**src/rtl/muldiv_seq_if.sv**
```systemverilog
// Execute/Decode-side signals of the mul/div sequencer: launch controls,
// HI/LO write-back and the hazard outputs.
interface muldiv_seq_if #(parameter int WIDTH = 32);
  logic             startE;
  logic [1:0]       opE;
  logic [WIDTH-1:0] srcaE;
  logic [WIDTH-1:0] srcbE;
  logic             mthiE;
  logic             mtloE;
  logic             mdopD;
  logic             readhiloD;
  logic [WIDTH-1:0] hi;
  logic [WIDTH-1:0] lo;
  logic             busy;
  logic             stallD;
  logic             done;

  modport master (
    output startE, opE, srcaE, srcbE, mthiE, mtloE, mdopD, readhiloD,
    input  hi, lo, busy, stallD, done
  );

  modport slave (
    input  startE, opE, srcaE, srcbE, mthiE, mtloE, mdopD, readhiloD,
    output hi, lo, busy, stallD, done
  );
endinterface

```
**src/rtl/muldiv_seq.sv**
```systemverilog
// Iterative radix-2 multiply/divide unit owning HI/LO. Runs on operand
// magnitudes for WIDTH steps, then fixes signs and commits in one FIX cycle.
module muldiv_seq #(
  parameter int WIDTH = 32
) (
  input logic         clk,
  input logic         reset,
  muldiv_seq_if.slave bus
);
  localparam int CW = $clog2(WIDTH);

  typedef enum logic [1:0] {IDLE, RUN, FIX} state_t;
  state_t state, stateNext;

  logic [CW-1:0]    count;
  logic [WIDTH-1:0] accHi, accLo, opB;
  logic [WIDTH-1:0] hiReg, loReg;
  logic             isDiv, negA, negRes, divZero, doneReg;

  logic             signedOp, signA, signB;
  logic [WIDTH-1:0] magA, magB;
  logic [WIDTH:0]   mulSum;
  logic [WIDTH:0]   remShift;
  logic [WIDTH-1:0] divDiff;
  logic             divGe;
  logic [2*WIDTH-1:0] prod;
  logic [WIDTH-1:0] quot, rem;

  assign signedOp = ~bus.opE[0];
  assign signA    = signedOp & bus.srcaE[WIDTH-1];
  assign signB    = signedOp & bus.srcbE[WIDTH-1];
  assign magA     = signA ? -bus.srcaE : bus.srcaE;
  assign magB     = signB ? -bus.srcbE : bus.srcbE;

  // Multiply: accLo holds the multiplier and fills with product bits from the top.
  assign mulSum   = accLo[0] ? ({1'b0, accHi} + {1'b0, opB}) : {1'b0, accHi};

  // Restoring divide: partial remainder is always < divisor, so it fits WIDTH bits.
  assign remShift = {accHi, accLo[WIDTH-1]};
  assign divGe    = remShift >= {1'b0, opB};
  assign divDiff  = remShift[WIDTH-1:0] - opB;

  assign prod = negRes ? -{accHi, accLo} : {accHi, accLo};
  assign quot = divZero ? '1 : (negRes ? -accLo : accLo);
  assign rem  = negA ? -accHi : accHi;

  always_ff @(posedge clk or posedge reset) begin
    if (reset) state <= IDLE;
    else       state <= stateNext;
  end

  always_comb begin
    stateNext = state;
    case (state)
      IDLE:    if (bus.startE) stateNext = RUN;
      RUN:     if (count == CW'(WIDTH - 1)) stateNext = FIX;
      FIX:     stateNext = IDLE;
      default: stateNext = IDLE;
    endcase
  end

  always_ff @(posedge clk or posedge reset) begin
    if (reset) begin
      count   <= '0;
      accHi   <= '0;
      accLo   <= '0;
      opB     <= '0;
      hiReg   <= '0;
      loReg   <= '0;
      isDiv   <= 1'b0;
      negA    <= 1'b0;
      negRes  <= 1'b0;
      divZero <= 1'b0;
      doneReg <= 1'b0;
    end else begin
      doneReg <= (state == FIX);
      case (state)
        IDLE: begin
          if (bus.startE) begin
            accHi   <= '0;
            accLo   <= magA;
            opB     <= magB;
            isDiv   <= bus.opE[1];
            negA    <= signA;
            negRes  <= signA ^ signB;
            divZero <= (bus.srcbE == '0);
            count   <= '0;
          end else begin
            if (bus.mthiE) hiReg <= bus.srcaE;
            if (bus.mtloE) loReg <= bus.srcaE;
          end
        end
        RUN: begin
          count <= count + 1'b1;
          if (isDiv) begin
            accHi <= divGe ? divDiff : remShift[WIDTH-1:0];
            accLo <= {accLo[WIDTH-2:0], divGe};
          end else begin
            accHi <= mulSum[WIDTH:1];
            accLo <= {mulSum[0], accLo[WIDTH-1:1]};
          end
        end
        FIX: begin
          if (isDiv) begin
            loReg <= quot;
            hiReg <= rem;
          end else begin
            hiReg <= prod[2*WIDTH-1:WIDTH];
            loReg <= prod[WIDTH-1:0];
          end
        end
        default: ;
      endcase
    end
  end

  assign bus.hi     = hiReg;
  assign bus.lo     = loReg;
  assign bus.busy   = (state != IDLE);
  assign bus.stallD = bus.busy & (bus.mdopD | bus.readhiloD);
  assign bus.done   = doneReg;
endmodule

```
**src/flat_wrapper.sv**
```systemverilog
// flat-port wrapper written by rule: the top's interface ports become plain ports
module muldiv_seq_flat 
#(
  parameter int WIDTH = 32
)
  (clk, reset, bus_startE, bus_opE, bus_srcaE, bus_srcbE, bus_mthiE, bus_mtloE, bus_mdopD, bus_readhiloD, bus_hi, bus_lo, bus_busy, bus_stallD, bus_done);
  muldiv_seq_if #(.WIDTH(WIDTH)) bus_i ();
  input logic clk;
  input logic reset;
  input wire logic [$bits(bus_i.startE)-1:0] bus_startE;
  input wire logic [$bits(bus_i.opE)-1:0] bus_opE;
  input wire logic [$bits(bus_i.srcaE)-1:0] bus_srcaE;
  input wire logic [$bits(bus_i.srcbE)-1:0] bus_srcbE;
  input wire logic [$bits(bus_i.mthiE)-1:0] bus_mthiE;
  input wire logic [$bits(bus_i.mtloE)-1:0] bus_mtloE;
  input wire logic [$bits(bus_i.mdopD)-1:0] bus_mdopD;
  input wire logic [$bits(bus_i.readhiloD)-1:0] bus_readhiloD;
  output wire logic [$bits(bus_i.hi)-1:0] bus_hi;
  output wire logic [$bits(bus_i.lo)-1:0] bus_lo;
  output wire logic [$bits(bus_i.busy)-1:0] bus_busy;
  output wire logic [$bits(bus_i.stallD)-1:0] bus_stallD;
  output wire logic [$bits(bus_i.done)-1:0] bus_done;
  assign bus_i.startE = bus_startE;
  assign bus_i.opE = bus_opE;
  assign bus_i.srcaE = bus_srcaE;
  assign bus_i.srcbE = bus_srcbE;
  assign bus_i.mthiE = bus_mthiE;
  assign bus_i.mtloE = bus_mtloE;
  assign bus_i.mdopD = bus_mdopD;
  assign bus_i.readhiloD = bus_readhiloD;
  assign bus_hi = bus_i.hi;
  assign bus_lo = bus_i.lo;
  assign bus_busy = bus_i.busy;
  assign bus_stallD = bus_i.stallD;
  assign bus_done = bus_i.done;
  muldiv_seq #(.WIDTH(WIDTH)) u_core (.clk(clk), .reset(reset), .bus(bus_i));
endmodule
```
**config.mk**
```make
export PLATFORM = sky130hd
export DESIGN_NAME = muldiv_seq_flat
export DESIGN_NICKNAME = d
export VERILOG_FILES = /design/src/rtl/muldiv_seq_if.sv /design/src/rtl/muldiv_seq.sv /design/src/flat_wrapper.sv
export SDC_FILE = /design/constraint.sdc
export NUM_CORES = 1
export LEC_CHECK = 0
export ABC_AREA = 1
export BUFFER_PORTS_ARGS = -buffer_cell sky130_fd_sc_hd__buf_2
export CELL_PAD_IN_SITES_DETAIL_PLACEMENT = 0
export CELL_PAD_IN_SITES_GLOBAL_PLACEMENT = 1
export CORE_ASPECT_RATIO = 0.8
export CORE_MARGIN = 3
export CORE_UTILIZATION = 46
export CTS_CLUSTER_SIZE = 28
export DETAILED_ROUTE_END_ITERATION = 10
export HOLD_SLACK_MARGIN = 0.02
export PLACE_DENSITY_LB_ADDON = 0.25
export RECOVER_POWER = 50
export SYNTH_ARGS = -nofsm -noshare
export SYNTH_HDL_FRONTEND = slang
export SYNTH_SLANG_ARGS = --single-unit
export TNS_END_PERCENT = 30
```
**constraint.sdc**
```tcl
create_clock -name clk -period 15.6 [get_ports clk]
set_clock_uncertainty 0.2 [all_clocks]
set_input_delay 0.78 -clock clk [delete_from_list [all_inputs] [get_ports clk]]
set_output_delay 0.78 -clock clk [all_outputs]
set_load 0.05 [all_outputs]
```
==> results.md <==
* Cts bufs inserted at 17
* First-pass GRT wire length at ~120000 microns
* Syn nets at approximately 3.2k
* Insertion delay to the later sink of the worst-skew pair at around 0.47 ns
* RSZ-0062 raised after global routing: no
* CTS tree: done
* Post-synth cell types at 50
* Full die area at ~40000 sq um
* Largest net degree at the start of global routing at 69
* Fillers at about 4k
* FF+latch area at between 4000 and 5000 sq um
* DRT iter0 DRCs at about 2.8k
* Floorplan core area at approximately 37000 sq um
* Max Freq at approximately 0.15 GHz
* Crit path max fanout at ~70
* Sequential fraction of the synthesis area at between 20% and 30%
* Violated checks: max-capacitance violations, max-slew violations
* Vias in the first global route at between 15k and 20k
* Initial antenna violation count at 1
* Worst Path Required at between 15 and 20 ns
* Clock transition at path regs at 0.08 ns
* Minimum clock period at ~6.7 ns
* Routability Congestion at about 1.1
* Post-synth EDFFs at 0
* Hold Violations, Final at 0
* Synth Instances at between 3k and 4k
* Gates resized, CTS repair at 0
* Syn-to-layout area delta at 8.48%
* Avg Cell Area, Syn at about 5.8 sq um
* Antenna diodes at 0
* # IOs at between 100 and 150
* Post-synth top area cell: dfrtp_1
* HP Class: flip-flop to flip-flop
* TNS Setup at 0 ns
* R2R cell count at 8
* Post-synth ARST share at 100%
* # H-tree levels at 4
* Routed Wire Length at slightly below 80000 microns
* Worst Max-Slew Pin Slew at between 3 and 4 ns
* Critical Path Start Type: flip-flop
* Vias per cell at around 5.8
* Post-CTS setup buffers at 0
* Syn Std Cell Area at ~18000 sq um
* Die Y-Extent at between 150 and 200 microns
* Share of layout cells above drive strength 1 at between 5 and 6%
* FP Rows at 63
* CTS Buffer Depth at 2
* Worst path arrival time at slightly below 7 ns
* Multi-input logic area at around 11000 sq um
* Starting Density at 47.2%
* Number of port buffers at about 140
* GRT Util Overall at between 30 and 40%
* Max_cap viols at 7
* Largest cells by area after synthesis: dfrtp_1 24%, nand2_1 21%, inv_1 8.6%, nand3_1 8.2%, o21ai_0 5.9%
* Normalized max-slew margin at -126%
* CTS sink cnt at 172
* NumNets Final at ~3.2k
* Final period util at 42.8%
* CTS Root Cell: clkbuf_16
* Post-DP HPWL at approximately 63000 microns
* Crit end category: flip-flop
* First-pass DRT Iterations at 6
* Wirelength per Cell at 21.8 microns
* Commonest register cell after synthesis: dfrtp_1
* Final Max Slew Viols at between 300 and 400
* Hold buffer count at cts at 0
* Total gr overflow at 0
* Crit path kind: flip-flop to flip-flop
* Hold Crit Depth at 2
* Endpoints failing setup at 0
* Synth Register Bits at ~170
* Outcome: finished with violations
* Via count at 20.8k
* ANT nets after route at 0
* DRC Markers at 0
* Die width at ~230 microns
* Share of Yosys cell area claimed by the top area cell type at about a quarter
* Synth warn at 0
==> layout make-up <==
class | instances | area share, %
clock buffer | 17 | 2.22
inverter | 420 | 8.23
clock inverter | 15 | 0.953
multi-input combinational | 2324 | 59.1
tap | 487 | 3.18
sequential | 172 | 22.5
timing repair buffer | 159 | 3.86
==> cells by family (layout without fill, tap and decap cells) <==
logic type	after synthesis	in the layout	synth area share [%]
xor+xnor	46	46	2.28
compound gates	506	506	15.8
simple gates	1700	1700	40.8
fa+ha+maj	72	72	5.18
flops	172	172	24.4
buf+inv	531	611	11.6
==> critical path: stages, from the launching register on <==
cell and delay, ns:
dfrtp_1 0.42, nor2_1 0.10, nand2_1 0.07, clkbuf_1 1.14
inv_1 1.01, nor2_4 0.28, clkbuf_1 2.41, a21oi_1 0.51
a22oi_1 0.37
==> metal layers <==
metal	track usage [%]	wire (microns)	vias to the layer above
li1	-	-	9902
met1	56.2	35100	9690
met2	47.3	28600	1137
met3	18.6	12600	112
met4	8.94	1810	2
met5	0	13	-
==> worst paths after layout <==
check	from	end	slack [ns]
max	u_core.state[1]$_DFFE_PP0P_	u_core.accLo[30]$_DFFE_PP0P_	8.93
min	u_core.bus.lo[13]$_DFFE_PP0P_	u_core.bus.lo[13]$_DFFE_PP0P_	0.31
max reg2reg	u_core.state[1]$_DFFE_PP0P_	u_core.accLo[30]$_DFFE_PP0P_	8.93
min reg2reg	u_core.bus.lo[13]$_DFFE_PP0P_	u_core.bus.lo[13]$_DFFE_PP0P_	0.31
max in group asynchronous	reset	u_core.isDiv$_DFFE_PP0P_	9.96
min in group asynchronous	reset	u_core.bus.hi[1]$_DFFE_PP0P_	0.96
==> cell usage in the layout (no fill, tap or decap), types with 8 or more instances in the layout <==
master,netlist,final
buf_2,15,72
nand2_2,10,10
inv_1,407,407
nor2_1,249,246
clkbuf_16,0,17
buf_4,0,14
nand3_1,291,291
nor2_2,16,17
nand4_1,34,34
o31ai_1,8,8
inv_2,9,8
o21ai_1,22,22
nand3b_1,13,13
ha_1,70,70
o21bai_1,15,15
nand2_1,1005,1005
nor3_1,45,45
clkbuf_1,74,73
xnor2_1,8,8
o211ai_1,35,35
o21ai_0,208,208
dfrtp_1,172,171
nor2_4,7,9
xor2_1,38,38
a21oi_1,178,178
a22oi_1,11,11
==> per-stage QoR <==
| step | utilization, % | hold WS [ns] | instance area [sq um] | setup slack (ns) | std cells |
|---|---|---|---|---|---|
| finish | 51.2 | 0.305 | 19200 | 8.93 | 3594 |
| floorplan | - | 0.253 | 17700 | 9.96 | 3027 |
| CTS | 51.5 | 0.205 | 19300 | 11.96 | 3594 |
| global route | 51.2 | 0.327 | 19200 | 8.45 | 3594 |
| detailed placement | 49.9 | 0.279 | 18700 | 11.98 | 3562 |
| global placement | 49.9 | 0.267 | 18700 | 11.97 | 3562 |
==> state kept, by name, summed over array words and instances (netlist names), 2 cells and up <==
signal and cells:
u_core.accLo 32, u_core.bus.hi 32, u_core.count 5, u_core.bus.lo 32, u_core.accHi 32, u_core.opB 32, u_core.state 2
==> synthesized netlist by cell type (all sizes together) (34+ instances only) <==
library cell and instances:
inv 416, buf 37, nor2 272, xor2 38, o21ai 231, o211ai 35
ha 70, nor3 50, clkbuf 74, nand3 298, nand4 34, a21oi 178
nand2 1016, dfrtp 172
Power is left out: the tool's default activity adds up to more than one toggle a clock period on the data nets, which glitch-free logic cannot reach.
